### config.mk
export PLATFORM = sky130hd
export DESIGN_NAME = seq_pattern_tx
export DESIGN_NICKNAME = d
export VERILOG_FILES = /design/src/rtl/seq_pattern_tx.sv
export SDC_FILE = /design/constraint.sdc
export NUM_CORES = 1
export LEC_CHECK = 0
export BUFFER_PORTS_ARGS = -buffer_cell sky130_fd_sc_hd__buf_4
export CAP_MARGIN = 15
export CORE_MARGIN = 2
export CORE_UTILIZATION = 40
export DETAILED_ROUTE_END_ITERATION = 16
export GPL_TIMING_DRIVEN = 0
export MAX_ROUTING_LAYER = met4
export PLACE_DENSITY_LB_ADDON = 0.2
export SLEW_MARGIN = 20
export SYNTH_ARGS = -nofsm -noshare
export SYNTH_HDL_FRONTEND = slang
export SYNTH_SLANG_ARGS = --single-unit
### constraint.sdc
create_clock -name clk -period 5.7 [get_ports clk]
set_clock_uncertainty 0.05 [all_clocks]
set_input_delay 0.57 -clock clk [delete_from_list [all_inputs] [get_ports clk]]
set_output_delay 0.57 -clock clk [all_outputs]
set_load 0.02 [all_outputs]
### src/rtl/seq_pattern_tx.sv
// Serial pattern transmitter: latches a bit pattern and shifts it out MSB-first,
// with optional repetitions separated by idle gaps. All outputs are registered.
module seq_pattern_tx #(
  parameter int WIDTH = 8,
  parameter int LEN_W = 4,
  parameter int CNT_W = 4,
  parameter int GAP_W = 4
) (
  input  logic             clk,
  input  logic             reset,
  input  logic             start,
  input  logic [WIDTH-1:0] pattern,
  input  logic [LEN_W-1:0] len,
  input  logic [CNT_W-1:0] repeat_n,
  input  logic [GAP_W-1:0] gap,
  output logic             out_bit,
  output logic             out_valid,
  output logic             busy,
  output logic             done,
  output logic             err,
  output logic [1:0]       state_dbg
);

  // Stream handshake: out_valid has no ready; every cycle with out_valid=1 carries
  // exactly one pattern bit on out_bit, and out_bit is held 0 whenever out_valid=0.

  typedef enum logic [1:0] {
    S_IDLE  = 2'd0,
    S_SHIFT = 2'd1,
    S_GAP   = 2'd2,
    S_DONE  = 2'd3
  } state_t;

  localparam logic [LEN_W-1:0] MAX_LEN = LEN_W'(WIDTH);
  localparam logic [GAP_W-1:0] GAP_ONE = GAP_W'(1);

  state_t           r_state, w_nxt_state;
  logic [WIDTH-1:0] r_pat, w_nxt_pat;
  logic [LEN_W-1:0] r_len, w_nxt_len;
  logic [GAP_W-1:0] r_gap_len, w_nxt_gap_len;
  logic [LEN_W-1:0] r_idx, w_nxt_idx;
  logic [CNT_W-1:0] r_rep_cnt, w_nxt_rep_cnt;
  logic [GAP_W-1:0] r_gap_cnt, w_nxt_gap_cnt;
  logic             r_out_bit, w_nxt_out_bit;
  logic             r_out_valid, w_nxt_out_valid;
  logic             r_busy, w_nxt_busy;
  logic             r_done, w_nxt_done;
  logic             r_err, w_nxt_err;

  logic             w_len_ok;
  logic [LEN_W-1:0] w_len_m1, w_rlen_m1, w_idx_m1;
  logic [WIDTH-1:0] w_in_v, w_first_v, w_next_v;

  // Bits are picked by shifting so the index width need not match log2(WIDTH).
  assign w_len_ok  = (len != '0) && (len <= MAX_LEN);
  assign w_len_m1  = len - 1'b1;
  assign w_rlen_m1 = r_len - 1'b1;
  assign w_idx_m1  = r_idx - 1'b1;
  assign w_in_v    = pattern >> w_len_m1;
  assign w_first_v = r_pat >> w_rlen_m1;
  assign w_next_v  = r_pat >> w_idx_m1;

  always_comb begin
    w_nxt_state     = r_state;
    w_nxt_pat       = r_pat;
    w_nxt_len       = r_len;
    w_nxt_gap_len   = r_gap_len;
    w_nxt_idx       = r_idx;
    w_nxt_rep_cnt   = r_rep_cnt;
    w_nxt_gap_cnt   = r_gap_cnt;
    w_nxt_out_bit   = 1'b0;
    w_nxt_out_valid = 1'b0;
    w_nxt_err       = 1'b0;
    case (r_state)
      S_IDLE: begin
        if (start) begin
          if (w_len_ok) begin
            w_nxt_state     = S_SHIFT;
            w_nxt_pat       = pattern;
            w_nxt_len       = len;
            w_nxt_gap_len   = gap;
            w_nxt_idx       = w_len_m1;
            w_nxt_rep_cnt   = repeat_n;
            w_nxt_out_bit   = w_in_v[0];
            w_nxt_out_valid = 1'b1;
          end else begin
            w_nxt_err = 1'b1;
          end
        end
      end
      S_SHIFT: begin
        if (r_idx != '0) begin
          w_nxt_idx       = w_idx_m1;
          w_nxt_out_bit   = w_next_v[0];
          w_nxt_out_valid = 1'b1;
        end else if (r_rep_cnt != '0) begin
          if (r_gap_len != '0) begin
            w_nxt_state   = S_GAP;
            w_nxt_gap_cnt = r_gap_len;
          end else begin
            // Back-to-back repetition: restart at the top bit with no bubble.
            w_nxt_idx       = w_rlen_m1;
            w_nxt_out_bit   = w_first_v[0];
            w_nxt_out_valid = 1'b1;
            w_nxt_rep_cnt   = r_rep_cnt - 1'b1;
          end
        end else begin
          w_nxt_state = S_DONE;
        end
      end
      S_GAP: begin
        if (r_gap_cnt == GAP_ONE) begin
          w_nxt_state     = S_SHIFT;
          w_nxt_idx       = w_rlen_m1;
          w_nxt_out_bit   = w_first_v[0];
          w_nxt_out_valid = 1'b1;
          w_nxt_rep_cnt   = r_rep_cnt - 1'b1;
        end else begin
          w_nxt_gap_cnt = r_gap_cnt - 1'b1;
        end
      end
      S_DONE: begin
        w_nxt_state = S_IDLE;
      end
      default: begin
        w_nxt_state = S_IDLE;
      end
    endcase
    w_nxt_busy = (w_nxt_state != S_IDLE);
    w_nxt_done = (w_nxt_state == S_DONE);
  end

  always_ff @(posedge clk) begin
    if (reset) begin
      r_state     <= S_IDLE;
      r_pat       <= '0;
      r_len       <= '0;
      r_gap_len   <= '0;
      r_idx       <= '0;
      r_rep_cnt   <= '0;
      r_gap_cnt   <= '0;
      r_out_bit   <= 1'b0;
      r_out_valid <= 1'b0;
      r_busy      <= 1'b0;
      r_done      <= 1'b0;
      r_err       <= 1'b0;
    end else begin
      r_state     <= w_nxt_state;
      r_pat       <= w_nxt_pat;
      r_len       <= w_nxt_len;
      r_gap_len   <= w_nxt_gap_len;
      r_idx       <= w_nxt_idx;
      r_rep_cnt   <= w_nxt_rep_cnt;
      r_gap_cnt   <= w_nxt_gap_cnt;
      r_out_bit   <= w_nxt_out_bit;
      r_out_valid <= w_nxt_out_valid;
      r_busy      <= w_nxt_busy;
      r_done      <= w_nxt_done;
      r_err       <= w_nxt_err;
    end
  end

  assign out_bit   = r_out_bit;
  assign out_valid = r_out_valid;
  assign busy      = r_busy;
  assign done      = r_done;
  assign err       = r_err;
  assign state_dbg = r_state;

endmodule

# ---- Word-level counts from Yosys, hierarchy flattened
# Index checks and enable logic that the tools add are counted.
dict set report word_totals {
  regBits 35
  inputBits 23
  output_inout_bits 7
  wordCells 93
}
dict set report classes {
  add_sub_neg 5
  magnitude_cmp 1
  n_eq_ne 15
  n_shift 3
  mux 41
  bitwise_logic 2
  reduce_logical 14
}
# op count
set op_table {}
lappend op_table {{$mux W4} 16}
lappend op_table {{$pmux W4 S3} 2}
lappend op_table {{$shr A8 B4 Y1} 3}
lappend op_table {{$sub A4 B1 Y4 const B} 5}
lappend op_table {{$ne A2 B2 Y1 const B} 8}
lappend op_table {{$reduce_bool A4 Y1} 4}
lappend op_table {{$mux W1} 13}
lappend op_table {{$mux W2} 6}
lappend op_table {{$pmux W2 S4} 1}
lappend op_table {{$pmux W4 S2} 1}
lappend op_table {{$reduce_and A7 Y1} 1}
lappend op_table {{$eq A2 B2 Y1 const B} 3}
lappend op_table {{$ne A3 B3 Y1 const B} 2}
lappend op_table {{$pmux W1 S3} 2}
lappend op_table {{$reduce_and A6 Y1} 1}
lappend op_table {{$reduce_and A5 Y1} 1}
lappend op_table {{$eq A4 B1 Y1 const B} 1}
lappend op_table {{$le A4 B4 Y1 const B} 1}
lappend op_table {{$reduce_bool A2 Y1} 2}
lappend op_table {{$reduce_and A3 Y1} 1}
lappend op_table {{$reduce_bool A3 Y1} 1}
lappend op_table {{$reduce_or A3 Y1} 1}
lappend op_table {{$eq A2 B1 Y1 const B} 1}
lappend op_table {{$logic_not A2 Y1} 1}
lappend op_table {{other kinds (2)} 3}

# ---- Logic depth before layout (Yosys ltp)
# Gate-level depths: netlist (run 1).
dict set report logic_depth {
  ltp_word 6
  depth_mapped 9
  mapped_depth_nobuf 7
}

# ---- Worst setup path after synthesis (run 1)
# OpenSTA, ideal clock, no wires.
dict set report synth_path {
  kind {register -> register}
  startpoint {register r_idx[0]}
  endpoint {register r_gap_cnt[0]}
  setup_time_ps 70
  arrival_time_ps 2147
  t_required_ps 5580
  slack_ps 3432
  stages_incl_launch_ff 10
  n_path_buf 2
  period_less_slack_ps 2268
  cell_sequence {dfxtp_1 -> clkbuf_1 -> inv_1 -> ha_1 -> or3b_1 -> clkbuf_2 -> o32a_4 -> nand2b_4 -> or3_1 -> a21oi_1}
}
dict set report synth_between {
  elab_chain_len 3
}
# element line_no
set synth_lines {}
lappend synth_lines {{start: declaration} 41} ;# logic [LEN_W-1:0] r_idx, w_nxt_idx;
lappend synth_lines {{start signal: assignment} 152} ;# r_idx <= w_nxt_idx;
lappend synth_lines {{$reduce_bool A4 Y1} 92} ;# if (r_idx != '0) begin
lappend synth_lines {{$ne A2 B2 Y1 (no source line)} -}
lappend synth_lines {{$reduce_and A5 Y1 (no source line)} -}
lappend synth_lines {{end signal: assignment} 154} ;# r_gap_cnt <= w_nxt_gap_cnt;
lappend synth_lines {{end: declaration} 43} ;# logic [GAP_W-1:0] r_gap_cnt, w_nxt_gap_cnt;
# No other way between the ends.
# A chain may end at the register's enable or synchronous reset.

# ---- Worst setup path after layout (run 1)
dict set report layout_path {
  startpoint {register r_idx[0]}
  endpoint {register r_idx[0]}
}
dict set report layout_between {
  elab_chain_len 3
  elab_cells_between_ends 7
  cone_classes {add/sub (1); eq/ne (2); mux (2); reduce/logical (2)}
}
# element line_no
set layout_lines {}
lappend layout_lines {{$sub A4 B1 Y4 or $reduce_bool A4 Y1 (tied branches)} {58, 92}}
lappend layout_lines {{$mux W4 or $ne A3 B3 Y1 (tied branches)} -}
lappend layout_lines {{$pmux W4 S3 or $reduce_and A6 Y1 (tied branches)} -}
# Parallel ways exist; a longest one is shown, timed or not.

==> results of run 1 <==
## flip-flops by register name, indices dropped and copies added, names as in the netlist, 2 cells and up
signal / flops
r_pat: 8
r_idx: 4
r_gap_cnt: 4
r_rep_cnt: 4
r_len: 4
state_dbg: 2
r_gap_len: 4
## layer usage
metal | vias up | track usage
met5 | - | -
met4 | 0 | 0.0464
met3 | 8 | 0.0388
met2 | 33 | 0.312
met1 | 926 | 0.262
li1 | 1006 | -
## cell usage after synthesis (2+ instances only)
| master | instances |
|---|---|
| xor2_1 | 5 |
| o21bai_1 | 2 |
| mux2i_1 | 2 |
| a211o_1 | 3 |
| nand3_1 | 6 |
| ha_1 | 12 |
| nand2b_1 | 4 |
| or3_1 | 3 |
| a32o_1 | 3 |
| o221ai_1 | 2 |
| inv_1 | 19 |
| nor3_1 | 6 |
| o211ai_1 | 2 |
| o21ai_0 | 8 |
| o32ai_1 | 2 |
| nor3b_1 | 3 |
| nor2b_1 | 5 |
| mux2_2 | 2 |
| nand4_1 | 2 |
| mux4_2 | 6 |
| dfxtp_1 | 35 |
| nor2_1 | 17 |
| clkbuf_1 | 9 |
| nand2_1 | 46 |
| a211oi_1 | 2 |
| a21oi_1 | 28 |
## layout by cell type (no fill, tap or decap), types with 3 or more instances in the layout
cell type	count
a211o_1	3
a21oi_1	28
a32o_1	3
buf_4	29
clkbuf_1	9
clkbuf_8	6
dfxtp_1	35
ha_1	12
inv_1	19
mux4_2	6
nand2_1	46
nand2b_1	4
nand3_1	6
nor2_1	17
nor2b_1	5
nor3_1	6
nor3b_1	3
o21ai_0	8
or3_1	3
xor2_1	5
## cell type report
| class | instances | area share |
|---|---|---|
| Multi-Input combinational cell | 197 | 0.518 |
| Sequential cell | 35 | 0.273 |
| Timing Repair Buffer | 29 | 0.0847 |
| Tap cell | 70 | 0.0341 |
| Clock buffer | 6 | 0.0321 |
| Inverter | 19 | 0.0277 |
| Buffer | 11 | 0.0170 |
| Clock inverter | 2 | 0.0136 |
## metrics by stage
step / setup WS, ns / hold WS, ns / cells / total power (W) / instance area [um2]
finish: 2.95 / 0.422 / 369 / 0.00108 / 2570
global placement: 3.04 / 0.405 / 361 / 0.000837 / 2450
detailed placement: 3.04 / 0.412 / 361 / 0.000843 / 2450
global route: 2.65 / 0.436 / 369 / 0.00117 / 2570
CTS: 3.02 / 0.421 / 369 / 0.00108 / 2570
floorplan: 3.43 / 0.393 / 262 / 0.000710 / 2150
## tightest hold or removal path: cells and delay by family, from the launching register on
family	cells	cell delay, ns
AOI/OAI and AO/OA	1	0.05
DFF	1	0.32
and+or+nand+nor	1	0.05
## cells by family (layout without fill, tap and decap cells)
family	Yosys count	count (layout)	share of synthesized area
muxes	10	10	0.0827
AOI/OAI and AO/OA	67	67	0.214
buffers and inverters	30	67	0.0536
DFF	35	35	0.326
adders and majority gates	12	12	0.0699
xor gates and xnor gates	6	6	0.0245
and+or+nand+nor	102	102	0.229
## power by group
part | switching, W | internal (W) | total (W) | leakage (nW)
logic | 0.000309 | 0.000211 | 0.000519 | 0.685
clock network | 0.0000931 | 0.000142 | 0.000235 | 0.0612
registers | 0.0000371 | 0.000290 | 0.000327 | 0.286
total | 0.000439 | 0.000642 | 0.00108 | 1.03
## path summary, 6_finish.rpt
path                               from               endpoint  slack (ns)  depth (start not counted)
setup reg to reg  r_idx[0]$_SDFFE_PP0P_  r_idx[0]$_SDFFE_PP0P_        2.95                          8
hold reg to reg   r_pat[0]$_SDFFE_PP0P_  r_pat[0]$_SDFFE_PP0P_        0.42                          2
hold / removal    r_pat[0]$_SDFFE_PP0P_  r_pat[0]$_SDFFE_PP0P_        0.42                          2
setup / recovery  r_idx[0]$_SDFFE_PP0P_  r_idx[0]$_SDFFE_PP0P_        2.95                          8
==> flow_metrics.py, run 1 <==
metrics = {
    "drt": {
        "vias": 1973,
        "highest_layer": "met4",
        "routed_wl_mm": 5.36,
        "wl_met1_mm": 2.65,
        "via_per_inst": 5.35,
        "drt_iter0_markers": 114,
        "drc": 0,
        "wl_met3_um": 194,
        "wire_per_inst_um": 14.5,
        "firstDrtPassIters": 4,
        "wl_met2_mm": 2.45,
        "postRouteAntennaNets": 0,
    },
    "global_route": {
        "grt_pass1_vias": 1957,
        "grt_usage": 0.198,
        "grt_pass1_wl_mm": 9.29,
        "grt_start_max_net_pins": 12,
        "overflow": 0,
        "antenna_found_initial": 0,
    },
    "synth": {
        "syn_avg_cell_area_um2": 8.20,
        "yosysWarnings": 0,
        "synthCells": 262,
        "yosysUniqueCellTypes": 54,
        "synth_top_area_frac": 0.326,
        "async_flop_share": 0,
        "ys_seq_elements": 35,
        "synth.top_cells.by_area": "dfxtp_1 (33%), nand2_1 (8.0%), ha_1 (7.0%), a21oi_1 (6.5%), mux4_2 (6.3%)",
        "synth_fp_nets": 297,
        "syn-cell-area_mm2": 0.00215,
        "netlist.top_cell.by_area": "dfxtp_1",
        "seq_area_frac_synth": 0.326,
        "synth_edf_count": 0,
        "synth_ff_type": "dfxtp_1",
    },
    "clock_tree": {
        "cts.sinks": 35,
        "clockRootBuffer": "clkbuf_8",
        "cts_max_level": 2,
        "cts_made_buffers": 5,
        "clk_latency_ns": 0.29,
        "clk_transition_reported_paths_ns": 0.07,
        "cts_resized": 0,
        "cts_tree": "done",
        "cts_buffer_depth": 2,
        "cts_setup_buffers": 0,
        "ctsHoldBuffers": 0,
    },
    "place": {
        "hpwlAfterDp_mm": 4.07,
        "portBuffers": 29,
        "gp_congestion": 0.918,
    },
    "worst_setup_path": {
        "path_buf_inv": 2,
        "required_ns": 5.83,
        "path_delay_family": "compound AO/OA/AOI/OAI gates",
        "crit_chain": "clkbuf_1 > inv_1 > ha_1 > nor3b_1 > o21ai_0 > o211a_1 > and2_1 > a32o_1",
        "crit_type": "reg -> reg",
        "slowest_delay_ns": 0.62,
        "arrival_ns": 2.88,
        "endpoint_kind": "flip-flop",
        "worstSetupStartpointType": "flip-flop",
        "cp_max_fo": 7,
        "slowest_stage": "nor3b_1",
    },
    "timing": {
        "setup_viol": 0,
        "finalCritPeriodShare": 0.483,
        "maxSlewViolCount": 0,
        "worst_slew_pin_slew_ns": 0.719,
        "fin_crit_ns": 2.75,
        "rsz0062_at_grt": "no",
        "finalSetupTns_ns": 0,
        "hold_viol_final": 0,
        "fmax_mhz": 364,
        "relSlewSlack": 0.520,
    },
    "layout": {
        "syn_to_final_growth_pct": 19.7,
        "layout-drive-gt1-share": 0.174,
        "n_fill_cell": 532,
        "diodes": 0,
        "regArea_um2": 701,
        "fin_util": 0.500,
        "multi_input_area_mm2": 0.00133,
        "nets": 333,
    },
    "floorplanning": {
        "die-area_mm2": 0.00597,
        "rows": 26,
        "dieHeight_um": 77.3,
        "io_pins": 30,
        "initial_core_util": 0.418,
        "core_mm2": 0.00514,
        "die_w_um": 77.3,
    },
    "worst_hold_path": {
        "holdCritPathClass": "reg -> reg",
    },
    "pwr": {
        "vdd_drop_max_v": 0.000198,
        "powerDensity_mw_per_mm2": 420,
        "p_leak_nw": 1.03,
    },
    "run": {
        "max_cap_viol_count": 0,
    },
    "outcome": {
        "outcome": "finished clean",
    },
}
Note: power is estimated with default switching activity, not from simulation.
==> run 2, diff against run 1 <==
==> constraint.sdc (replaced) <==
create_clock -name clk -period 2.7 [get_ports clk]
set_clock_uncertainty 0.05 [all_clocks]
set_input_delay 0.27 -clock clk [delete_from_list [all_inputs] [get_ports clk]]
set_output_delay 0.27 -clock clk [all_outputs]
set_load 0.02 [all_outputs]
==> run 2 against run 1 <==
Net effect:
- non-clock buffer count unchanged
- critical path depth up 1
- critical path type unchanged
- highest routed layer unchanged
- die area unchanged
==> flow_metrics.py, run 2 (synthesis gave the netlist of run 1 again) <==
metrics = {
    "outcome": {
        "outcome": "finished clean",
    },
    "timing": {
        "fmax_mhz": 402,
        "rsz0062_at_grt": "no",
        "maxSlewViolCount": 0,
        "fin_crit_ns": 2.49,
        "worst_slew_pin_slew_ns": 0.687,
        "finalSetupTns_ns": 0,
        "holdWs_ns": 0.146,
        "relSlewSlack": 0.541,
        "hold_viol_final": 0,
        "setup_viol": 0,
        "finalCritPeriodShare": 0.921,
    },
    "layout": {
        "diodes": 0,
        "top_register": "r_pat",
        "layout_common_cells": "nand2_1 (46), dfxtp_1 (35), buf_4 (29)",
        "final_common_cell": "nand2_1",
        "largest_reg_flops": 8,
        "n_fill_cell": 533,
        "syn_to_final_growth_pct": 20.2,
        "layout-drive-gt1-share": 0.181,
        "nets": 333,
    },
    "global_route": {
        "grt_usage": 0.198,
        "overflow": 0,
        "antenna_found_initial": 0,
        "grt_pass1_vias": 1957,
        "grt_start_max_net_pins": 12,
        "grt_pass1_wl_mm": 9.29,
    },
    "worst_setup_path": {
        "path_delay_family": "simple AND/OR/NAND/NOR gates",
        "crit_type": "reg -> reg",
        "required_ns": 2.87,
        "worstSetupStartpointType": "flip-flop",
        "arrival_ns": 2.66,
        "endpoint_kind": "flip-flop",
        "reg2reg_slack_ns": 0.21,
        "slowest_delay_ns": 0.39,
        "slowest_stage": "or3_1",
        "crit_chain": "clkbuf_1 > inv_1 > ha_1 > or3b_1 > clkbuf_2 > o31ai_1 > nand3_2 > or3_1 > a21oi_1",
        "path_buf_inv": 3,
        "cp_max_fo": 8,
    },
    "pwr": {
        "clkPwrFrac": 0.216,
        "switching_power_w": 0.000928,
        "p_sw_frac": 0.405,
        "powerDensity_mw_per_mm2": 887,
        "vdd_drop_max_v": 0.000408,
        "p_leak_nw": 1.04,
        "p_comb_frac": 0.482,
        "p_int_w": 0.00136,
        "pwr-share-seq": 0.302,
    },
    "drt": {
        "drc": 0,
        "drt_iter0_markers": 97,
        "via_per_inst": 5.42,
        "wire_per_inst_um": 14.5,
        "firstDrtPassIters": 4,
        "postRouteAntennaNets": 0,
        "routed_wl_mm": 5.33,
        "vias": 2000,
    },
    "floorplanning": {
        "die-area_mm2": 0.00597,
        "core_mm2": 0.00514,
        "die_w_um": 77.3,
        "dieHeight_um": 77.3,
        "io_pins": 30,
        "rows": 26,
        "initial_core_util": 0.418,
    },
    "clock_tree": {
        "cts.sinks": 35,
        "clk_latency_ns": 0.29,
        "cts_setup_buffers": 0,
        "ctsHoldBuffers": 0,
        "cts_tree": "done",
        "cts_buffer_depth": 2,
        "clk_transition_reported_paths_ns": 0.08,
        "cts_made_buffers": 5,
        "cts_max_level": 2,
        "clockRootBuffer": "clkbuf_8",
    },
    "place": {
        "gp_congestion": 0.918,
        "hpwlAfterDp_mm": 4.07,
        "portBuffers": 29,
    },
    "worst_hold_path": {
        "holdCritPathClass": "in -> reg",
    },
    "run": {
        "max_cap_viol_count": 0,
    },
}
-- run 2: area by class of cell --
cell class                      instances  area, um2  share of cell area
Buffer                                 11       43.8              0.0170
Clock buffer                            6       82.6              0.0320
Inverter                               19       71.3              0.0276
Tap cell                               70       87.6              0.0339
Timing Repair Buffer                   29        218              0.0843
Sequential cell                        35        701               0.271
Clock inverter                          2       35.0              0.0136
Multi-Input combinational cell        197       1340               0.520
-- run 2: path summary, 6_finish.rpt --
path | startpoint | endpoint | cells after the start
max reg2reg | r_idx[0]$_SDFFE_PP0P_ | r_rep_cnt[0]$_SDFFE_PP0P_ | 9
min | reset | state_dbg[1]$_SDFF_PP0_ | 2
min reg2reg | r_pat[0]$_SDFFE_PP0P_ | r_pat[0]$_SDFFE_PP0P_ | 2
max | r_idx[0]$_SDFFE_PP0P_ | r_rep_cnt[0]$_SDFFE_PP0P_ | 9
-- run 2: power groups by stage --
| stage | sequential (W) | clock [W] | combinational [W] |
|---|---|---|---|
| after floorplan | 0.000709 | 0 | 0.000790 |
| after global placement | 0.000695 | 0 | 0.00107 |
| after detailed placement | 0.000700 | 0 | 0.00108 |
| after CTS | 0.000688 | 0.000504 | 0.00109 |
| after global routing | 0.000705 | 0.000536 | 0.00124 |
| final | 0.000691 | 0.000494 | 0.00110 |
-- run 2: metrics by stage --
| stage | setup slack (ns) | std cells | utilization | power [W] | cell area (um2) |
|---|---|---|---|---|---|
| floorplan | 0.432 | 262 | - | 0.00150 | 2150 |
| CTS | 0.0174 | 369 | 0.500 | 0.00228 | 2570 |
| global route | 0.0438 | 369 | 0.502 | 0.00248 | 2580 |
| finish | 0.214 | 369 | 0.502 | 0.00229 | 2580 |
| detailed placement | 0.0424 | 361 | 0.477 | 0.00178 | 2450 |
| global placement | 0.0416 | 361 | 0.477 | 0.00177 | 2450 |
-- run 2: repair_timing --
item,in CTS,in global routing
hold endpoints to repair,0,0
gates resized for setup,0,2
setup endpoints to repair,0,8
-- run 2: per-layer routing --
metal	vias to the layer above	wire, um	part of all wire	global-route usage
li1	1005	-	-	-
met1	940	2560	0.48	0.262
met2	47	2480	0.46	0.312
met3	8	238	0.045	0.0388
met4	0	59	0.011	0.0464
met5	-	0	0	-
-- run 2: worst reg2reg max path, cell delays in order (launching register included) --
cell	delay (ns)
dfxtp_1	0.30
clkbuf_1	0.19
inv_1	0.13
ha_1	0.20
or3b_1	0.36
clkbuf_2	0.18
o31ai_1	0.30
nand3_2	0.21
or3_1	0.39
a21oi_1	0.14
